`src/rtl/pow2_check_arbiter_if.sv`:
```
// ---------------------------------------------------------------------------
// pow2_check_arbiter_if
// Bundles the two requester channels, the shared result/acknowledge return
// and the hit counters for pow2_check_arbiter.
//
//   req0/data0, req1/data1 : requester operands with level requests
//   ack0/ack1              : one-cycle result-valid pulses per requester
//   result                 : 1 = granted operand has exactly one bit set
//   busy                   : arbiter is in a transaction
//   hit_cnt0/hit_cnt1      : saturating power-of-two hit counts
//
// master : the operand sources (drive requests, observe results)
// slave  : the arbiter
// ---------------------------------------------------------------------------
interface pow2_check_arbiter_if #(
  parameter int CNT_W = 8
);
  logic             req0;
  logic [3:0]       data0;
  logic             req1;
  logic [3:0]       data1;
  logic             ack0;
  logic             ack1;
  logic             result;
  logic             busy;
  logic [CNT_W-1:0] hit_cnt0;
  logic [CNT_W-1:0] hit_cnt1;

  modport master (
    output req0, data0, req1, data1,
    input  ack0, ack1, result, busy, hit_cnt0, hit_cnt1
  );

  modport slave (
    input  req0, data0, req1, data1,
    output ack0, ack1, result, busy, hit_cnt0, hit_cnt1
  );
endinterface

```
`src/rtl/pow2_check_arbiter.sv`:
```
// ---------------------------------------------------------------------------
// pow2_check_arbiter
// Shares a single 4-bit is-power-of-two checker between two requesters.
// Requests are arbitrated round-robin, the granted operand is latched and
// pushed through the checker, and a registered result is returned with a
// one-cycle acknowledge to the owner. Per-requester hit counters saturate.
//
// Ports:
//   clk  : system clock, rising edge
//   rst  : synchronous active-high reset
//   bus  : pow2_check_arbiter_if.slave (requests, operands, acks, result,
//          busy, hit counters)
//
// Parameters:
//   CNT_W : hit counter width (2 or more)
//
// State table:
//   state | meaning
//   IDLE  | waiting for a request; grant and latch operand on a request
//   CHECK | operand register drives the checker; result is captured
//   RESP  | ack to owner for this cycle; hit counter updated on exit
//
// Timing: request seen in IDLE at cycle T -> ack during T+2; next grant can
// be made at T+3.
// ---------------------------------------------------------------------------
module pow2_check_arbiter #(
  parameter int CNT_W = 8
) (
  input  logic                 clk,
  input  logic                 rst,
  pow2_check_arbiter_if.slave  bus
);

  typedef enum logic [1:0] {
    IDLE  = 2'd0,
    CHECK = 2'd1,
    RESP  = 2'd2
  } state_t;

  localparam logic [CNT_W-1:0] CNT_ONE = {{(CNT_W-1){1'b0}}, 1'b1};
  localparam logic [CNT_W-1:0] CNT_MAX = {CNT_W{1'b1}};

  state_t           state_q;
  state_t           state_d;
  logic [3:0]       operand_q;
  logic             owner_q;
  logic             last_q;
  logic             result_q;
  logic [CNT_W-1:0] hit_cnt0_q;
  logic [CNT_W-1:0] hit_cnt1_q;

  logic             grant_vld;
  logic             grant_sel;

  // Shared checker (I -> Y): true when exactly one bit of I is set.
  logic [3:0]       chk_i;
  logic             chk_y;

  assign chk_i = operand_q;
  assign chk_y = (chk_i != 4'd0) && ((chk_i & (chk_i - 4'd1)) == 4'd0);

  // Next-state and grant decision.
  always_comb begin
    state_d   = state_q;
    grant_vld = 1'b0;
    grant_sel = 1'b0;
    case (state_q)
      IDLE: begin
        if (bus.req0 && bus.req1) begin
          // Contention: the requester not served last wins.
          grant_vld = 1'b1;
          grant_sel = ~last_q;
        end else if (bus.req0) begin
          grant_vld = 1'b1;
          grant_sel = 1'b0;
        end else if (bus.req1) begin
          grant_vld = 1'b1;
          grant_sel = 1'b1;
        end
        if (grant_vld) begin
          state_d = CHECK;
        end
      end
      CHECK: begin
        state_d = RESP;
      end
      RESP: begin
        state_d = IDLE;
      end
      default: begin
        state_d = IDLE;
      end
    endcase
  end

  // State register.
  always_ff @(posedge clk) begin
    if (rst) begin
      state_q <= IDLE;
    end else begin
      state_q <= state_d;
    end
  end

  // Grant bookkeeping and operand capture.
  // last_q resets to 1 so that requester 0 wins the first contention.
  always_ff @(posedge clk) begin
    if (rst) begin
      operand_q <= 4'd0;
      owner_q   <= 1'b0;
      last_q    <= 1'b1;
    end else if (grant_vld) begin
      operand_q <= grant_sel ? bus.data1 : bus.data0;
      owner_q   <= grant_sel;
      last_q    <= grant_sel;
    end
  end

  // Result register: captured only while the operand is being checked.
  always_ff @(posedge clk) begin
    if (rst) begin
      result_q <= 1'b0;
    end else if (state_q == CHECK) begin
      result_q <= chk_y;
    end
  end

  // Saturating hit counters, updated on the edge that leaves RESP.
  always_ff @(posedge clk) begin
    if (rst) begin
      hit_cnt0_q <= '0;
      hit_cnt1_q <= '0;
    end else if ((state_q == RESP) && result_q) begin
      if (!owner_q && (hit_cnt0_q != CNT_MAX)) begin
        hit_cnt0_q <= hit_cnt0_q + CNT_ONE;
      end
      if (owner_q && (hit_cnt1_q != CNT_MAX)) begin
        hit_cnt1_q <= hit_cnt1_q + CNT_ONE;
      end
    end
  end

  // Outputs are decoded from registered state only.
  assign bus.ack0     = (state_q == RESP) && !owner_q;
  assign bus.ack1     = (state_q == RESP) &&  owner_q;
  assign bus.result   = result_q;
  assign bus.busy     = (state_q != IDLE);
  assign bus.hit_cnt0 = hit_cnt0_q;
  assign bus.hit_cnt1 = hit_cnt1_q;

endmodule

```
`src/flat_wrapper.sv`:
```
// flat-port wrapper written by rule: the top's interface ports become plain ports
module pow2_check_arbiter_flat 
#(
  parameter int CNT_W = 8
)
  (clk, rst, bus_req0, bus_data0, bus_req1, bus_data1, bus_ack0, bus_ack1, bus_result, bus_busy, bus_hit_cnt0, bus_hit_cnt1);
  pow2_check_arbiter_if #(.CNT_W(CNT_W)) bus_i ();
  input  logic clk;
  input  logic rst;
  input wire logic [$bits(bus_i.req0)-1:0] bus_req0;
  input wire logic [$bits(bus_i.data0)-1:0] bus_data0;
  input wire logic [$bits(bus_i.req1)-1:0] bus_req1;
  input wire logic [$bits(bus_i.data1)-1:0] bus_data1;
  output wire logic [$bits(bus_i.ack0)-1:0] bus_ack0;
  output wire logic [$bits(bus_i.ack1)-1:0] bus_ack1;
  output wire logic [$bits(bus_i.result)-1:0] bus_result;
  output wire logic [$bits(bus_i.busy)-1:0] bus_busy;
  output wire logic [$bits(bus_i.hit_cnt0)-1:0] bus_hit_cnt0;
  output wire logic [$bits(bus_i.hit_cnt1)-1:0] bus_hit_cnt1;
  assign bus_i.req0 = bus_req0;
  assign bus_i.data0 = bus_data0;
  assign bus_i.req1 = bus_req1;
  assign bus_i.data1 = bus_data1;
  assign bus_ack0 = bus_i.ack0;
  assign bus_ack1 = bus_i.ack1;
  assign bus_result = bus_i.result;
  assign bus_busy = bus_i.busy;
  assign bus_hit_cnt0 = bus_i.hit_cnt0;
  assign bus_hit_cnt1 = bus_i.hit_cnt1;
  pow2_check_arbiter #(.CNT_W(CNT_W)) u_core (.clk(clk), .rst(rst), .bus(bus_i));
endmodule
```
`config.mk`:
```
export PLATFORM = sky130hd
export DESIGN_NAME = pow2_check_arbiter_flat
export DESIGN_NICKNAME = d
export VERILOG_FILES = /design/src/rtl/pow2_check_arbiter_if.sv /design/src/rtl/pow2_check_arbiter.sv /design/src/flat_wrapper.sv
export SDC_FILE = /design/constraint.sdc
export NUM_CORES = 1
export LEC_CHECK = 0
export CORE_ASPECT_RATIO = 0.9
export CORE_UTILIZATION = 53
export CTS_BUF_LIST = sky130_fd_sc_hd__clkbuf_4 sky130_fd_sc_hd__clkbuf_8
export DETAILED_ROUTE_END_ITERATION = 10
export HOLD_SLACK_MARGIN = 0.08
export PLACE_DENSITY = 0.87
export SLEW_MARGIN = 20
export SYNTH_ARGS = -nofsm -noshare
export SYNTH_HDL_FRONTEND = slang
export SYNTH_SLANG_ARGS = --single-unit
```
`constraint.sdc`:
```
create_clock -name clk -period 3.19 [get_ports clk]
set_input_delay 0.638 -clock clk [delete_from_list [all_inputs] [get_ports clk]]
set_output_delay 0.638 -clock clk [all_outputs]
set_load 0.05 [all_outputs]
```
==> metrics <==
CTS sink count 25; register share of total power 59.1%; most common cell after layout, fill and taps aside clkdlybuf4s50_1; Area after DPL 1510 um^2; Buf/Inv on CP 1; Slowest cell on crit path clkdlybuf4s50_1; CP Max Fanout 6; Final Critical Period 2.48 ns; H-Tree Level Count 1; core area 2010 um^2; num rows 15; # resized after CTS 0; Ant. Diodes 0; Die X-Extent 51.8 um; Synth cell types 33; PwrDens 369 nW/um^2; Net Switching 0.149 mW; CP max stage delay 0.85 ns; Leak 0.564 nW; Finished Cell Area 1540 um^2; initial antenna violation count 0; final number of hold-violating endpoints 0; Iter 0 DRT Violations 8; clock tree buffer depth 2; Worst-Margin Slew 0.913 ns; vias 1,079; full die area 2430 um^2; Critical Path End Type output pin; Worst Hold Depth 2; share of layout cells above drive strength 1 5.52%; clock-pin slew of the registers on the worst-case setup and hold paths 0.12 ns; Fmax achieved 404 MHz; drt total wl 2510 um; largest net degree at the start of global routing 26; post-place setup slack 1.10 ns; antenna viol nets, final 0; RSZ-0062 raised after global routing no; number of global-route vias before repair 1,006; Layout Nets 178; CTS tree built; hold_buf cts 0; Tot GR Track Use 23.2%; worst-skew pair later-pin latency 0.32 ns; syn_area_per_cell 9.04 um^2; Worst IR Drop VDD 0.000423 V; Clk pwr share 26.4%; Max Cap Viol 0; Setup-failing EPs final 0; CP Cell Sequence nor3b_1 -> clkdlybuf4s50_1; Syn Std Cell Area 1180 um^2; worst hold path class register to register; max_slew headroom 38.9%; combinational group share of total power 14.5%; clk root buf clkbuf_4; Mapped Nets 145; initial cell density of the core 58.9%; post-CTS setup buffers 0; most frequent cells in the layout clkdlybuf4s50_1 (31), dfxtp_1 (25), nor2_1 (19), a21oi_1 (9), a211oi_1 (7); Post-synth EDFFs 0; fin worst setup slack 0.713 ns; Post-Synthesis Cells 131; worst r2r dst u_core.bus.hit_cnt1[5]$_SDFFE_PP0P_; CP Data Required Time 2.55 ns; sequential element share of the synthesized area 42.3%; Net Sw Frac 26.2%; WHS Endpoint u_core.last_q$_SDFFE_PP1P_; delay-heaviest family, CP buffers and inverters; reg2reg path depth 5; DP HPWL 1910 um; Placer Congestion 0.737; first-pass GRT wire length 4110 um; ys flop type dfxtp_1; DRC 0; IO Pins 32; WP data arrival 1.84 ns; Synth Warn # 0; reg2reg start u_core.bus.hit_cnt1[0]$_SDFFE_PP0P_; number of synthesized register bits 25; first-pass iteration count of the detailed router 4; Synth async-reset ratio 0%; grt total ovfl 0; crit start category register; crit path kind register to output pin; Die Ht 46.8 um; total power of the final layout 0.569 mW; # port buffers 31; area grow syn2layout 30.4%; worst clock skew 0.00684 ns; R2R Setup Slk 1.55 ns; WL per Instance 13.4 um; TritonCTS buffer count 3; P_int 0.420 mW; vias per inst 5.74; fin crit share 77.7%; status complete, no violations; Hold Crit Start u_core.last_q$_SDFFE_PP1P_; setup TNS 0 ns; fin. max-slew vios 0
==> area by class of cell <==
| cell class | count | area (um^2) |
|---|---|---|
| clock buffers | 4 | 30.0 |
| fillers | 152 | 464 |
| inverters | 6 | 22.5 |
| multi-input cells | 97 | 649 |
| flip-flops and latches | 25 | 500 |
| well taps | 25 | 31.3 |
| repair buffers | 31 | 310 |
==> flip-flops by register name (all words and copies together), names as in the netlist <==
register             cells
u_core.bus.result        1
u_core.bus.hit_cnt1      8
u_core.chk_i             4
u_core.last_q            1
u_core.state_q           2
u_core.owner_q           1
u_core.bus.hit_cnt0      8
==> synthesized netlist by cell type, types with 2 or more instances <==
cell / instances / share of area [%]
or4_1: 3 / 1.9
mux2i_1: 6 / 5.1
ha_1: 2 / 2.1
nand3_1: 6 / 2.5
o21ai_0: 5 / 2.1
o21a_1: 2 / 1.3
inv_1: 6 / 1.9
a211oi_1: 7 / 4.4
a2111oi_2: 2 / 2.5
xor2_1: 3 / 2.2
dfxtp_1: 25 / 42
clkbuf_1: 3 / 0.95
nand4_1: 2 / 1.1
xnor2_1: 6 / 4.4
nor2_1: 19 / 6.0
a21oi_1: 9 / 3.8
nand2_1: 6 / 1.9
o31ai_1: 3 / 1.9
nor3_1: 2 / 0.85
==> tightest hold or removal path, delay by kind of cell (launching register included) <==
kind	cells	cell delay (ns)
compound gates	1	0.06
simple gates	1	0.06
flops	1	0.35
==> worst max-delay path by stage <==
stage | startpoint | endpoint | slack, ns | cells past startpoint
finish | u_core.state_q[1]$_SDFFE_PP0P_ | bus_ack0 | 0.71 | 2
global placement | u_core.state_q[1]$_SDFFE_PP0P_ | bus_ack0 | 1.12 | 2
floorplan | u_core.state_q[1]$_SDFFE_PP0P_ | bus_ack0 | 1.01 | 1
global route | u_core.state_q[1]$_SDFFE_PP0P_ | bus_ack0 | 0.67 | 2
CTS | u_core.state_q[1]$_SDFFE_PP0P_ | bus_ack0 | 0.72 | 2
detailed placement | u_core.state_q[1]$_SDFFE_PP0P_ | bus_ack0 | 1.10 | 2
==> metal layers <==
layer,GRT usage [%],vias up,share of wire [%]
met1,25.6,508,43
met4,4.86,0,0.84
met2,44.7,29,52
li1,-,537,-
met3,7.12,5,4.4
met5,0,-,0
==> power groups by stage <==
stage / Sequential (mW) / Clock [mW] / Combinational [mW]
after floorplan: 0.346 / 0 / 0.0488
after CTS: 0.337 / 0.149 / 0.0831
after detailed placement: 0.344 / 0 / 0.0827
after global placement: 0.342 / 0 / 0.0795
after global routing: 0.338 / 0.164 / 0.0905
final: 0.336 / 0.151 / 0.0826
==> cells by family after synthesis <==
kind of cell,count (synthesis),synth area share (%)
and+or+nand+nor,50,23.5
adders and majority gates,2,2.11
AOI/OAI and AO/OA,30,17.5
DFF,25,42.3
xor gates and xnor gates,9,6.66
buffers and inverters,9,2.85
muxes,6,5.07
==> metrics by stage <==
stage	hold WS, ns	std cells	util [%]
floorplan	0.438	131	-
global placement	0.457	184	75.4
detailed placement	0.462	184	75.4
CTS	0.493	188	76.9
global route	0.513	188	76.9
finish	0.492	188	76.9
No activity file was read; power rests on OpenSTA's default activity.
==> edit (same settings) <==
`CNT_W` is set to 8 in 3 places; all go to 7.
--- a/src/rtl/pow2_check_arbiter_if.sv
+++ b/src/rtl/pow2_check_arbiter_if.sv
@@ -13,7 +13,7 @@
 // slave  : the arbiter
 // ---------------------------------------------------------------------------
 interface pow2_check_arbiter_if #(
-  parameter int CNT_W = 8
+  parameter int CNT_W = 7
 );
   logic             req0;
   logic [3:0]       data0;
--- a/src/rtl/pow2_check_arbiter.sv
+++ b/src/rtl/pow2_check_arbiter.sv
@@ -24,7 +24,7 @@
 // be made at T+3.
 // ---------------------------------------------------------------------------
 module pow2_check_arbiter #(
-  parameter int CNT_W = 8
+  parameter int CNT_W = 7
 ) (
   input  logic                 clk,
   input  logic                 rst,
--- a/src/flat_wrapper.sv
+++ b/src/flat_wrapper.sv
@@ -1,7 +1,7 @@
 // flat-port wrapper written by rule: the top's interface ports become plain ports
 module pow2_check_arbiter_flat 
 #(
-  parameter int CNT_W = 8
+  parameter int CNT_W = 7
 )
   (clk, rst, bus_req0, bus_data0, bus_req1, bus_data1, bus_ack0, bus_ack1, bus_result, bus_busy, bus_hit_cnt0, bus_hit_cnt1);
   pow2_check_arbiter_if #(.CNT_W(CNT_W)) bus_i ();
Ports: changed (resized bus_hit_cnt0 and bus_hit_cnt1); port bits go from 32 to 30. No check against the original RTL was run, so the function may have changed too.
==> edit against the original RTL <==
  * Worst setup slack better by 100 ps
  * Global-route usage is 0.87 points lower
  * Sequential cell count is 2 lower
  * Clock power is 12% lower
  * Largest cell class unchanged
  * Power is 7.9% lower
  * Synthesized area is 13% lower
  * Final area is 12% lower
  * Synthesized cell count is 14% lower
  * Routed wire length is 20% lower
  * Critical path depth stayed put
  * Non-clock buffer count is 2 lower
  * Core utilization is 0.97 points higher
==> edit: results (changes against the original RTL) <==
| Metric | Value |
|---|---|
| PortBufs | `29 (-6.5%)` |
| Largest net degree at the start of global routing | `24 (-7.7%)` |
| Worst-margin pin slew | `802 ps (-111 ps)` |
| Area contributors post-synth | `dfxtp_1 45%, xor2_1 7.7%, nor2_1 7.3%` |
| WL met1 | `942 um (-13%)` |
| Buffers, non-clock | `29 (-6.5%)` |
| Switching power | `0.000141 W (-5.7%)` |
| Multi-input combinational area share | `0.405 (-0.0160)` |
| Layout cells sized above 1 | `0.0490 (-0.00626)` |
| Global-route wire length before repair | `3550 um (-13%)` |
| Per-cell routed wire length | `12.0 um (-10%)` |
| Post-synth top cells | `23 x dfxtp_1, 20 x nor2_1, 9 x xor2_1` |
| Num sequential | `23 (-8.0%)` |
| Vias in the first global route | `852 (-15%)` |
| Pre-CTS setup slack | `1160 ps (+60.0 ps)` |
| Invs w/o clock | `1 (-5)` |
| Total GRT Usage | `0.223 (-0.00873)` |
| Clock buffers | `3 (-1)` |
| GPL Wtd Cong | `0.786 (+6.6%)` |
| Final Skew | `3.68 ps (-3.16 ps)` |
| Met3 Usage GRT | `0.0737 (+0.00249)` |
| Status | `finished clean` |
| Worst path arrival time | `1740 ps (-100 ps)` |
| Worst R2R End | `u_core.bus.hit_cnt0[5]$_SDFFE_PP0P_` |
| Leak Pwr | `0.539 nW (-4.4%)` |
| Met2 usage | `0.403 (-0.0439)` |
| Max VDD drop | `0.000306 V (-28%)` |
| Vias per cell | `5.44 (-5.2%)` |
## edit: changes by cell type after synthesis, sizes merged, moves of 2 or more
| cell | unedited run | this run |
|---|---|---|
| a2111oi | 2 | 0 |
| a211oi | 7 | 5 |
| a21oi | 9 | 5 |
| dfxtp | 25 | 23 |
| inv | 6 | 1 |
| nand4 | 3 | 0 |
| nor3 | 2 | 0 |
| o211ai | 0 | 3 |
| or4 | 3 | 1 |
| xnor2 | 6 | 0 |
| xor2 | 3 | 9 |
## edit: power groups by stage
stage          sequential (W)  combinational (W)  clock, W
3_3_place_gp         0.000316          0.0000798         0
4_1_cts              0.000310          0.0000818  0.000139
5_1_grt              0.000313          0.0000901  0.000150
6_report             0.000310          0.0000812  0.000133
3_5_place_dp         0.000317          0.0000817         0
2_1_floorplan        0.000320          0.0000470         0
## edit: cells by family after synthesis
family	synth area share
flip-flops	0.448
AO/OA/AOI/OAI	0.162
buffers and inverters	0.0146
XOR/XNOR	0.0767
multiplexers	0.0585
AND/OR/NAND/NOR	0.216
adder cells (fa/ha/maj)	0.0244
## edit: worst reg2reg max path, delay by kind of cell, from the launching register on
family                     cells  cell delay [ps]
and+or+nand+nor                2              690
DFF                            1              370
AOI/OAI and AO/OA              2              320
adders and majority gates      1              230
## edit: per-stage QoR
stage / utilization / total power [W] / cell area, um2 / std cells / hold WS (ps)
final: 0.779 / 0.000525 / 1360 / 167 / 485
after global routing: 0.779 / 0.000553 / 1360 / 167 / 518
after CTS: 0.779 / 0.000531 / 1360 / 167 / 489
after detailed placement: 0.763 / 0.000399 / 1340 / 163 / 458
after global placement: 0.763 / 0.000396 / 1340 / 163 / 460
after floorplan: - / 0.000367 / 1030 / 113 / 430
